**config.mk**
```make
export PLATFORM = sky130hd
export DESIGN_NAME = ifm_window_loader
export DESIGN_NICKNAME = d
export VERILOG_FILES = /design/src/rtl/ifm_window_loader.sv
export SDC_FILE = /design/constraint.sdc
export NUM_CORES = 1
export LEC_CHECK = 0
export CORE_UTILIZATION = 35
export DETAILED_ROUTE_END_ITERATION = 8
export MAX_ROUTING_LAYER = met4
export PLACE_DENSITY = 0.63
export RECOVER_POWER = 25
export SYNTH_ARGS = -nofsm -noshare
export SYNTH_HDL_FRONTEND = slang
export SYNTH_SLANG_ARGS = --single-unit
```
**constraint.sdc**
```tcl
create_clock -name clk -period 4.37 [get_ports clk]
set_input_delay 0.437 -clock clk [delete_from_list [all_inputs] [get_ports clk]]
set_output_delay 0.437 -clock clk [all_outputs]
set_load 0.02 [all_outputs]
```
**src/rtl/ifm_window_loader.sv**
```systemverilog
// ---------------------------------------------------------------------------
// ifm_window_loader
//
// Upstream feeder for the 4x8 convolution stage. IFM pixels arrive one at a
// time over a valid/ready stream. They are assembled in row-major order into
// one of two window banks. A completed bank is presented in parallel to the
// convolution engine with its own valid/ready handshake. While one bank is
// waiting to be consumed, the other bank can be filled.
//
// Ports
//   clk         rising-edge clock
//   rst_n       asynchronous, active-low reset
//   s_valid     input pixel valid
//   s_ready     loader can accept a pixel (registered)
//   s_data      pixel value, unsigned, PIX_W bits
//   s_last      marks the last pixel of a window
//   conv_valid  a complete window is presented on conv_ifm
//   conv_ready  downstream accepts the presented window
//   conv_ifm    NPIX pixels; pixel k = conv_ifm[PIX_W*k +: PIX_W],
//               row k/COLS, column k%COLS
//   err_len     one-cycle pulse when a window length and s_last disagree
//   win_cnt     number of windows handed downstream, wraps
// ---------------------------------------------------------------------------
module ifm_window_loader #(
   parameter int PIX_W = 4,
   parameter int ROWS  = 4,
   parameter int COLS  = 8,
   parameter int CNT_W = 16
) (
   input  logic                        clk,
   input  logic                        rst_n,
   input  logic                        s_valid,
   output logic                        s_ready,
   input  logic [PIX_W-1:0]            s_data,
   input  logic                        s_last,
   output logic                        conv_valid,
   input  logic                        conv_ready,
   output logic [ROWS*COLS*PIX_W-1:0]  conv_ifm,
   output logic                        err_len,
   output logic [CNT_W-1:0]            win_cnt
);

   localparam int NPIX  = ROWS * COLS;
   localparam int WIN_W = NPIX * PIX_W;
   localparam int PC_W  = $clog2(NPIX);
   localparam logic [PC_W-1:0] LAST_IDX = PC_W'(NPIX - 1);

   logic [WIN_W-1:0] bank_q [2];
   logic [WIN_W-1:0] bank_d [2];
   logic [1:0]       full_q, full_d;
   logic             wr_bank_q, wr_bank_d;
   logic             rd_bank_q, rd_bank_d;
   logic [PC_W-1:0]  pix_cnt_q, pix_cnt_d;
   logic             s_ready_q, s_ready_d;
   logic             conv_valid_q, conv_valid_d;
   logic [WIN_W-1:0] conv_ifm_q, conv_ifm_d;
   logic             err_len_q, err_len_d;
   logic [CNT_W-1:0] win_cnt_q, win_cnt_d;

   logic accept;
   logic xfer;
   logic at_last;

   // Next-state logic. Writes only ever target the write bank, and a pixel is
   // only accepted while that bank is empty. A presented (full) bank is
   // therefore never modified, which keeps conv_ifm stable under
   // backpressure. A close and a transfer always address different banks
   // (one is empty, the other full), so both can be applied in the same cycle.
   always_comb begin
      bank_d[0]     = bank_q[0];
      bank_d[1]     = bank_q[1];
      full_d        = full_q;
      wr_bank_d     = wr_bank_q;
      rd_bank_d     = rd_bank_q;
      pix_cnt_d     = pix_cnt_q;
      err_len_d     = 1'b0;
      win_cnt_d     = win_cnt_q;

      accept  = s_valid & s_ready_q;
      xfer    = conv_valid_q & conv_ready;
      at_last = (pix_cnt_q == LAST_IDX);

      if (accept) begin
         bank_d[wr_bank_q][PIX_W*int'(pix_cnt_q) +: PIX_W] = s_data;
         if (at_last) begin
            // A full-length window is committed even if s_last is missing;
            // the missing marker is only reported.
            full_d[wr_bank_q] = 1'b1;
            wr_bank_d         = ~wr_bank_q;
            pix_cnt_d         = '0;
            err_len_d         = ~s_last;
         end else if (s_last) begin
            // Short window: restart the fill in the same bank. Stale pixels
            // left behind are overwritten by the next full window.
            pix_cnt_d = '0;
            err_len_d = 1'b1;
         end else begin
            pix_cnt_d = pix_cnt_q + 1'b1;
         end
      end

      if (xfer) begin
         full_d[rd_bank_q] = 1'b0;
         rd_bank_d         = ~rd_bank_q;
         win_cnt_d         = win_cnt_q + 1'b1;
      end

      // Outputs are registered from the next state, so they describe the
      // state the loader holds in the coming cycle. No path runs from
      // conv_ready to s_ready in the same cycle.
      s_ready_d    = ~full_d[wr_bank_d];
      conv_valid_d = full_d[rd_bank_d];
      conv_ifm_d   = full_d[rd_bank_d] ? bank_d[rd_bank_d] : '0;
   end

   // State registers. s_ready is held low throughout reset and rises on the
   // first clock edge after reset is released.
   always_ff @(posedge clk or negedge rst_n) begin
      if (!rst_n) begin
         bank_q[0]    <= '0;
         bank_q[1]    <= '0;
         full_q       <= '0;
         wr_bank_q    <= 1'b0;
         rd_bank_q    <= 1'b0;
         pix_cnt_q    <= '0;
         s_ready_q    <= 1'b0;
         conv_valid_q <= 1'b0;
         conv_ifm_q   <= '0;
         err_len_q    <= 1'b0;
         win_cnt_q    <= '0;
      end else begin
         bank_q[0]    <= bank_d[0];
         bank_q[1]    <= bank_d[1];
         full_q       <= full_d;
         wr_bank_q    <= wr_bank_d;
         rd_bank_q    <= rd_bank_d;
         pix_cnt_q    <= pix_cnt_d;
         s_ready_q    <= s_ready_d;
         conv_valid_q <= conv_valid_d;
         conv_ifm_q   <= conv_ifm_d;
         err_len_q    <= err_len_d;
         win_cnt_q    <= win_cnt_d;
      end
   end

   assign s_ready    = s_ready_q;
   assign conv_valid = conv_valid_q;
   assign conv_ifm   = conv_ifm_q;
   assign err_len    = err_len_q;
   assign win_cnt    = win_cnt_q;

endmodule

```
==> results.py, run 1 <==
metrics = {
    "floorplanning": {
        "start_util": 0.355,
        "core_um2": 47800,
        "chipWidth_um": 222,
        "dieArea_um2": 49500,
        "fp.dieH_um": 222,
        "ios": 156,
        "rows": 80,
    },
    "clock_network": {
        "htreeDepth": 2,
        "cts_max_path_buffers": 3,
        "cts_hold_buf": 0,
        "clock-sinks": 412,
        "numCtsBuffers": 45,
        "cts_resized": 0,
        "clk_pin_slew_ns": 0.06,
        "post_cts_buffers": 0,
        "worstSkewPairLatency_ns": 0.58,
        "root_buffer": "clkbuf_16",
        "cts_tree": "yes",
    },
    "detailed_routing": {
        "drt_iter0_drc": 641,
        "finalWirelength_um": 44100,
        "drt_first_pass_iters": 5,
        "via_per_inst": 5.16,
        "wire_per_inst_um": 20.4,
        "ant_nets": 0,
        "num_vias": 11100,
        "drc": 0,
    },
    "setup_path": {
        "cpMaxStageDelayCell": "dfrtp_1",
        "max_stage_delay_ns": 0.62,
        "critPathArrivalTime_ns": 4.21,
        "crit_type": "reg -> reg",
        "crit_family": "simple AND/OR/NAND/NOR gates",
        "cp_max_fo": 16,
        "critPathLaunchType": "register",
        "ff2ff_setup_slack_ns": 0.60,
        "rr_worst_depth": 11,
        "crit_buf_inv": 2,
        "crit_required_ns": 4.81,
        "path_common_cell": "ha_1",
        "worstPathCellList": "inv_1 -> ha_1 -> nand2b_1 -> nor2_1 -> ha_1 -> nand4_1 -> nor3_2 -> buf_4 -> nand3_1 -> mux2i_1 -> o211ai_1",
        "rr_endpoint": "conv_ifm[58]",
        "end_kind": "register",
        "worst_r2r_startpoint": "pix_cnt_q[1]",
    },
    "hold_path": {
        "min_from": "win_cnt[15]",
        "hold_depth": 1,
        "min_to": "win_cnt[15]",
        "hp-class": "reg -> reg",
    },
    "sta": {
        "max_freq_ghz": 0.266,
        "finClkSkew_ns": 0.0244,
        "rsz0062_at_grt": "no",
        "finalHoldViolations": 0,
        "post-route-min-period_ns": 3.77,
        "fin_crit_sh": 0.862,
        "tightestPinTransition_ns": 3.50,
        "timing.setup.tns_ns": 0,
        "maxSlewViolCount": 128,
        "maxSlewHeadroom": -1.33,
        "setup_viol": 0,
    },
    "grt": {
        "grt_overflow_total": 0,
        "grt_pass1_wl_um": 68900,
        "antenna_found_initial": 1,
        "grt_start_max_net_pins": 130,
        "grt_pass1_vias": 11500,
        "grt_usage": 0.186,
    },
    "final_layout": {
        "diodes": 0,
        "fillers": 4436,
        "fin_util": 0.435,
        "area_delta_synth_final_pct": 22.3,
        "fin_nets": 1526,
        "drive_above_1_share": 0.164,
    },
    "yosys": {
        "yosysUniqueCellTypes": 70,
        "synthesis.area_um2": 17000,
        "ys_warn_count": 0,
        "synth-edff-count": 0,
        "synthesis.nets": 1361,
        "syn_avg_cell_area_um2": 12.6,
        "syn_inst": 1347,
        "ys_ff_latch": 412,
        "synthFlopType": "dfrtp_1",
        "synth.yosys.seq_area_share": 0.606,
        "ys_async_sr_fraction": 1.00,
    },
    "power_and_ir_drop": {
        "power_switching_uw": 1990,
        "pwr-share-seq": 0.473,
        "comb_power_share": 0.072,
        "cellLeakagePower_uw": 0.0114,
        "power_density_nw_per_um2": 392,
        "p_int_uw": 6180,
        "ir_drop_mv": 0.259,
        "power.total_uw": 8160,
        "switching_share": 0.243,
        "p_clk_frac": 0.455,
    },
    "placement": {
        "io_buffers": 155,
        "place_hpwl_um": 29800,
        "routabilityCongestion": 0.910,
    },
    "status": {
        "status": "finished with violations",
        "violations": "capacitance limit, slew limit",
    },
    "flow_run": {
        "max_cap_viol_count": 1,
    },
}
## kinds of logic (layout without fill, tap and decap cells)
logic type                 count (synthesis)  after routing  share of synthesized area
AOI/OAI and AO/OA                        174            174                     0.0783
xor gates and xnor gates                  20             20                     0.0103
adders and majority gates                  5              5                    0.00368
buffers and inverters                    209            408                     0.0484
DFF                                      412            412                      0.606
muxes                                    252            252                      0.160
and+or+nand+nor                          275            275                     0.0932
## synthesized netlist by cell type, types with 5 or more instances
library cell,instances,share of area
nand2_1,39,0.0086
dfrtp_1,412,0.61
o211ai_1,14,0.0062
nand2b_1,6,0.0022
and2_1,13,0.0048
mux2_2,109,0.072
mux2i_1,131,0.077
a22o_1,55,0.028
nor2_1,71,0.016
buf_2,15,0.0044
and3_1,16,0.0059
xnor2_1,16,0.0082
clkbuf_1,46,0.010
inv_1,139,0.031
nor3_2,5,0.0029
o21ai_0,11,0.0032
nand3_1,22,0.0065
nor3_1,11,0.0032
nand4_1,42,0.015
o22ai_1,60,0.022
mux2_4,12,0.011
ha_1,5,0.0037
## registers in the layout, indices dropped and copies added (netlist names)
name        flops
bank_q        256
full_q          2
rd_bank_q       1
win_cnt        16
wr_bank_q       1
conv_valid      1
err_len         1
s_ready         1
conv_ifm      128
pix_cnt_q       5
## layout make-up
cell class                      count  area (um^2)  area share
Clock buffer                       69         1320      0.0634
Tap cell                          615          769      0.0370
Sequential cell                   412        10300       0.496
Inverter                          139          522      0.0251
Timing Repair Buffer              188         1850      0.0888
Clock inverter                     12          120     0.00577
Multi-Input combinational cell    726         5910       0.284
## worst register-to-register path, cell delays in order (launching register included)
cell      delay (ns)
dfrtp_1         0.62
inv_1           0.09
ha_1            0.32
nand2b_1        0.26
nor2_1          0.07
ha_1            0.46
nand4_1         0.30
nor3_2          0.44
buf_4           0.28
nand3_1         0.26
mux2i_1         0.21
o211ai_1        0.32
## per-stage QoR
stage          worst slack [ns]  std cells  area [um^2]  hold slack (ns)
2_1_floorplan             0.926       1347        17000            0.141
3_3_place_gp              0.634       2080        19400            0.455
3_5_place_dp              0.627       2080        19400            0.464
4_1_cts                   0.586       2161        20800           0.0343
5_1_grt                   0.347       2161        20800            0.498
6_report                  0.604       2161        20800            0.475
## power by group through the flow
| stage | combinational [uW] | clock [uW] | sequential [uW] |
|---|---|---|---|
| detailed placement | 584 | 0 | 3930 |
| global route | 645 | 3950 | 3860 |
| finish | 591 | 3710 | 3860 |
| global placement | 576 | 0 | 3930 |
| floorplan | 336 | 0 | 3920 |
| CTS | 586 | 3800 | 3860 |
## metal layers
metal  up-vias  global-route usage  share of wire
li1       5054                   -              -
met1      5716               0.259           0.47
met2       305               0.274           0.45
met3        65              0.0383          0.051
met4         0              0.0527          0.023
met5         -                   -              0
## cells in the final DEF, fill, tap and decap left out, types with 4 or more instances in the layout
master,Yosys,routed
o22ai_1,60,60
o32ai_2,4,4
nor4_1,4,4
a2bb2o_1,4,4
nor3_1,11,11
xnor2_1,16,16
and4_1,4,4
mux2_4,12,12
inv_1,139,139
nand4_1,42,42
nand2_1,39,39
o21ai_0,11,11
nand2b_1,6,5
buf_12,0,5
nand3_1,22,22
dfrtp_1,412,412
clkbuf_1,46,17
a22o_1,55,55
and2_1,13,13
and3_1,16,16
mux2i_1,131,131
buf_4,3,25
nor3_2,5,5
nor2_1,71,69
mux2_2,109,109
ha_1,5,5
clkdlybuf4s50_1,0,154
o2bb2ai_1,4,4
clkbuf_8,0,6
clkinv_2,0,7
o211ai_1,14,14
clkbuf_16,0,47
and2_0,4,4
## worst max path at each step
stage	start	endpoint	cells after the start
after detailed placement	pix_cnt_q[1]	conv_ifm[58]	11
after global routing	pix_cnt_q[1]	conv_ifm[67]	11
final	pix_cnt_q[1]	conv_ifm[58]	11
after floorplan	pix_cnt_q[0]	conv_ifm[76]	16
after global placement	pix_cnt_q[1]	conv_ifm[58]	11
after CTS	pix_cnt_q[1]	conv_ifm[58]	11
Power figures use the tool's default switching activity.
==> run 2, diff against run 1 <==
--- a/config.mk
+++ b/config.mk
@@ -5,10 +5,10 @@
 export SDC_FILE = /design/constraint.sdc
 export NUM_CORES = 1
 export LEC_CHECK = 0
-export CORE_UTILIZATION = 35
+export CORE_UTILIZATION = 57
 export DETAILED_ROUTE_END_ITERATION = 8
 export MAX_ROUTING_LAYER = met4
-export PLACE_DENSITY = 0.63
+export PLACE_DENSITY = 0.79
 export RECOVER_POWER = 25
 export SYNTH_ARGS = -nofsm -noshare
 export SYNTH_HDL_FRONTEND = slang
==> results.py, run 2 (synthesis gave the netlist of run 1 again) <==
metrics = {
    "status": {
        "status": "finished with violations",
        "violations": "capacitance limit, slew limit",
    },
    "grt": {
        "grt_usage": 0.279,
        "grt_pass1_wl_um": 64700,
        "grt_pass1_vias": 11600,
        "grt_overflow_total": 0,
        "antenna_found_initial": 0,
        "grt_start_max_net_pins": 117,
    },
    "hold_path": {
        "min_to": "win_cnt[15]",
        "hp-class": "reg -> reg",
        "min_from": "win_cnt[15]",
        "hold_depth": 1,
    },
    "floorplanning": {
        "rows": 62,
        "fp.dieH_um": 175,
        "core_um2": 29000,
        "dieArea_um2": 30500,
        "ios": 156,
        "start_util": 0.586,
        "chipWidth_um": 175,
    },
    "setup_path": {
        "worst_r2r_startpoint": "pix_cnt_q[0]",
        "cp_max_fo": 10,
        "cpMaxStageDelayCell": "nor3_2",
        "critPathLaunchType": "register",
        "rr_worst_depth": 11,
        "path_common_cell": "ha_1",
        "critPathArrivalTime_ns": 4.09,
        "ff2ff_setup_slack_ns": 0.64,
        "end_kind": "register",
        "rr_endpoint": "conv_ifm[25]",
        "worstPathCellList": "inv_1 -> ha_1 -> nand2b_1 -> nor2_1 -> ha_1 -> nand4_1 -> nor3_2 -> buf_4 -> nand3_1 -> mux2i_1 -> o22ai_1",
        "crit_required_ns": 4.73,
        "crit_type": "reg -> reg",
        "max_stage_delay_ns": 0.55,
    },
    "sta": {
        "tightestPinTransition_ns": 2.79,
        "maxSlewHeadroom": -0.860,
        "rsz0062_at_grt": "no",
        "maxSlewViolCount": 116,
        "timing.setup.tns_ns": 0,
        "max_freq_ghz": 0.268,
        "finalHoldViolations": 0,
        "fin_crit_sh": 0.853,
        "fin_hold_ws_ns": 0.475,
        "setup_viol": 0,
        "finClkSkew_ns": 0.0193,
        "post-route-min-period_ns": 3.73,
    },
    "detailed_routing": {
        "num_vias": 11300,
        "via_per_inst": 5.91,
        "ant_nets": 0,
        "finalWirelength_um": 40400,
        "drt_first_pass_iters": 5,
        "drt_iter0_drc": 713,
        "wire_per_inst_um": 21.1,
        "drc": 0,
    },
    "clock_network": {
        "htreeDepth": 2,
        "worstSkewPairLatency_ns": 0.54,
        "cts_max_path_buffers": 3,
        "cts_tree": "yes",
        "clk_pin_slew_ns": 0.06,
        "post_cts_buffers": 0,
        "cts_hold_buf": 0,
        "cts_resized": 0,
        "root_buffer": "clkbuf_16",
        "clock-sinks": 412,
        "numCtsBuffers": 41,
    },
    "placement": {
        "io_buffers": 155,
        "place_hpwl_um": 26400,
        "routabilityCongestion": 0.896,
        "postPlaceCellArea_um2": 19000,
    },
    "final_layout": {
        "drive_above_1_share": 0.160,
        "layout_common_cells": "dfrtp_1, clkdlybuf4s50_1, inv_1",
        "fin_area_um2": 20400,
        "diodes": 0,
        "regMostFlops": "bank_q",
        "layout_commonest_cell": "dfrtp_1",
        "fin_nets": 1516,
        "area_delta_synth_final_pct": 19.7,
        "largest_register_ffs": 256,
    },
    "power_and_ir_drop": {
        "cellLeakagePower_uw": 0.0113,
        "ir_drop_mv": 0.273,
        "power_density_nw_per_um2": 395,
    },
    "flow_run": {
        "max_cap_viol_count": 1,
    },
}
## run 2: changes by cell type in the layout (fill, tap and decap cells not counted), sizes merged, moves of 3 or more
cell / previous run / this run
bufinv: 2 / 6
clkinv: 8 / 5
buf: 30 / 25
clkbuf: 73 / 57
## run 2: per-layer routing
layer / GRT usage / part of all wire / vias to the layer above
li1: - / - / 5021
met1: 0.383 / 0.43 / 5805
met2: 0.433 / 0.48 / 387
met3: 0.0424 / 0.061 / 81
met4: 0.0859 / 0.027 / 0
met5: - / 0 / -
## run 2: report_power, final
part | switching, uW | internal (uW)
clock network | 1430 | 2170
registers | 10.4 | 3840
logic | 451 | 137
total | 1890 | 6150
## run 2: worst max path at each step
stage,end,startpoint,slack (ns)
floorplan,conv_ifm[76],pix_cnt_q[0],0.93
global placement,conv_ifm[53],pix_cnt_q[0],0.84
detailed placement,conv_ifm[54],pix_cnt_q[0],0.80
CTS,conv_ifm[25],pix_cnt_q[0],0.70
global route,bank_q[243],rst_n,0.23
finish,conv_ifm[25],pix_cnt_q[0],0.64
## run 2: through the flow
stage / util / total power, uW / worst slack, ns / std cells
finish: 0.702 / 8040 / 0.643 / 1910
global route: 0.702 / 8290 / 0.235 / 1910
CTS: 0.703 / 8090 / 0.696 / 1910
detailed placement: 0.656 / 4500 / 0.797 / 1843
global placement: 0.656 / 4490 / 0.839 / 1843
floorplan: - / 4260 / 0.926 / 1347
## run 2: final cells by class
class | count | area [um^2]
clock buffer | 54 | 1130
clock inverter | 13 | 223
multi-input combinational | 726 | 5910
sequential | 412 | 10300
timing repair buffer | 182 | 1770
fill | 2039 | 8650
inverter | 139 | 522
tap | 384 | 480
## run 2: worst max-delay path, delay by kind of cell (launching register included)
family                     cells  cell delay [ns]
DFF                            1             0.37
AOI/OAI and AO/OA              1             0.16
buffers and inverters          2             0.38
adders and majority gates      2             0.74
muxes                          1             0.38
and+or+nand+nor                5             1.53
==> run 3, diff against run 2 <==
--- a/config.mk
+++ b/config.mk
@@ -5,6 +5,7 @@
 export SDC_FILE = /design/constraint.sdc
 export NUM_CORES = 1
 export LEC_CHECK = 0
+export CORE_ASPECT_RATIO = 1.75
 export CORE_UTILIZATION = 57
 export DETAILED_ROUTE_END_ITERATION = 8
 export MAX_ROUTING_LAYER = met4
==> results.py, run 3 (synthesis gave the netlist of run 1 again) <==
metrics = {
    "status": {
        "status": "finished with violations",
        "violations": "capacitance limit, slew limit",
    },
    "grt": {
        "grt_usage": 0.288,
        "grt_pass1_wl_um": 65400,
        "grt_overflow_total": 0,
        "antenna_found_initial": 0,
        "grt_start_max_net_pins": 118,
        "grt_pass1_vias": 11900,
    },
    "clock_network": {
        "clock-sinks": 412,
        "cts_resized": 0,
        "worstSkewPairLatency_ns": 0.55,
        "clk_pin_slew_ns": 0.07,
        "root_buffer": "clkbuf_16",
        "htreeDepth": 2,
        "cts_tree": "yes",
        "cts_max_path_buffers": 3,
        "cts_hold_buf": 0,
        "numCtsBuffers": 36,
        "post_cts_buffers": 0,
    },
    "hold_path": {
        "hold_depth": 2,
        "hp-class": "reg -> reg",
    },
    "sta": {
        "tightestPinTransition_ns": 2.85,
        "timing.setup.tns_ns": 0,
        "finalHoldViolations": 0,
        "fin_crit_sh": 0.805,
        "finClkSkew_ns": 0.0163,
        "rsz0062_at_grt": "no",
        "maxSlewHeadroom": -0.899,
        "fin_hold_ws_ns": 0.478,
        "maxSlewViolCount": 115,
        "setup_slack_ns": 0.854,
        "setup_viol": 0,
        "max_freq_ghz": 0.284,
        "post-route-min-period_ns": 3.52,
    },
    "detailed_routing": {
        "via_per_inst": 5.87,
        "drt_iter0_drc": 767,
        "wire_per_inst_um": 21.2,
        "ant_nets": 0,
        "num_vias": 11300,
        "finalWirelength_um": 40800,
        "drt_first_pass_iters": 5,
        "drc": 0,
    },
    "setup_path": {
        "worstPathCellList": "inv_1 -> ha_1 -> nand2b_1 -> nor2_1 -> ha_1 -> and4b_1 -> nand2_1 -> o22ai_1 -> mux2_2 -> a22o_1",
        "cpMaxStageDelayCell": "and4b_1",
        "rr_worst_depth": 10,
        "path_common_cell": "ha_1",
        "end_kind": "register",
        "max_stage_delay_ns": 0.59,
        "critPathLaunchType": "register",
        "crit_type": "reg -> reg",
        "cp_max_fo": 10,
        "crit_required_ns": 4.80,
        "critPathArrivalTime_ns": 3.95,
    },
    "floorplanning": {
        "chipWidth_um": 133,
        "start_util": 0.579,
        "fp.dieH_um": 230,
        "ios": 156,
        "core_um2": 29400,
        "rows": 83,
        "dieArea_um2": 30600,
    },
    "final_layout": {
        "regMostFlops": "bank_q",
        "register_area_um2": 10300,
        "multi_input_area_um2": 5910,
        "area_delta_synth_final_pct": 19.8,
        "layout_common_cells": "dfrtp_1, clkdlybuf4s50_1, inv_1",
        "largest_register_ffs": 256,
        "fillers": 2090,
        "drive_above_1_share": 0.168,
        "layout_commonest_cell": "dfrtp_1",
        "diodes": 0,
        "fin_nets": 1527,
        "fin_util": 0.693,
    },
    "power_and_ir_drop": {
        "power_switching_uw": 1840,
        "pwr-share-seq": 0.499,
        "ir_drop_mv": 0.325,
        "cellLeakagePower_uw": 0.0114,
        "switching_share": 0.239,
        "power.total_uw": 7710,
        "power_density_nw_per_um2": 379,
        "p_clk_frac": 0.423,
        "comb_power_share": 0.078,
        "p_int_uw": 5870,
    },
    "placement": {
        "routabilityCongestion": 0.967,
        "io_buffers": 155,
        "place_hpwl_um": 27700,
        "place_ws_ns": 0.936,
    },
    "flow_run": {
        "max_cap_viol_count": 1,
    },
}
-- run 3: cell types whose count changed in the layout (fill, tap and decap cells not counted), sizes merged --
cell,previous run,this run
clkbuf,57,53
buf,25,43
clkinv,5,7
bufinv,6,3
clkinvlp,0,1
-- run 3: critical path, delay by kind of cell, from the launching register on --
| family | cells | cell delay, ns |
|---|---|---|
| buffers and inverters | 1 | 0.13 |
| DFF | 1 | 0.38 |
| and+or+nand+nor | 4 | 1.15 |
| AOI/OAI and AO/OA | 2 | 0.60 |
| adders and majority gates | 2 | 0.75 |
| muxes | 1 | 0.40 |
-- run 3: through the flow --
step                      area [um^2]  cells
after floorplan                 17000   1347
after global placement          19200   1857
after detailed placement        19200   1857
after CTS                       20400   1922
after global routing            20400   1922
final                           20400   1922
-- run 3: power by group through the flow --
stage,clock network (uW),logic (uW),registers [uW]
after CTS,3320,597,3850
after global placement,0,584,3920
after global routing,3450,649,3850
final,3260,599,3850
after detailed placement,0,593,3920
after floorplan,0,336,3920
-- run 3: area by class of cell --
cell class / count / area share
Sequential cell: 412 / 0.506
Timing Repair Buffer: 198 / 0.0948
Clock buffer: 52 / 0.0522
Multi-Input combinational cell: 726 / 0.290
Tap cell: 382 / 0.0235
Inverter: 139 / 0.0256
Clock inverter: 13 / 0.00737
-- run 3: metal layers --
layer  GRT usage  vias to the layer above  wire, um
met5           -                        -         0
met4       0.145                        0      1990
met3      0.0378                      111      1800
met2       0.495                      369     21600
met1       0.329                     5754     15500
li1            -                     5048         -
-- run 3: path summary, 6_finish.rpt --
kind | startpoint | to | slack (ns)
hold / removal | bank_q[198] | bank_q[198] | 0.48
setup reg to reg | pix_cnt_q[0] | conv_ifm[123] | 0.85
setup / recovery | pix_cnt_q[0] | conv_ifm[123] | 0.85
min in group asynchronous | rst_n | conv_ifm[102] | 0.80
hold reg to reg | bank_q[198] | bank_q[198] | 0.48
max in group asynchronous | rst_n | win_cnt[0] | 1.90
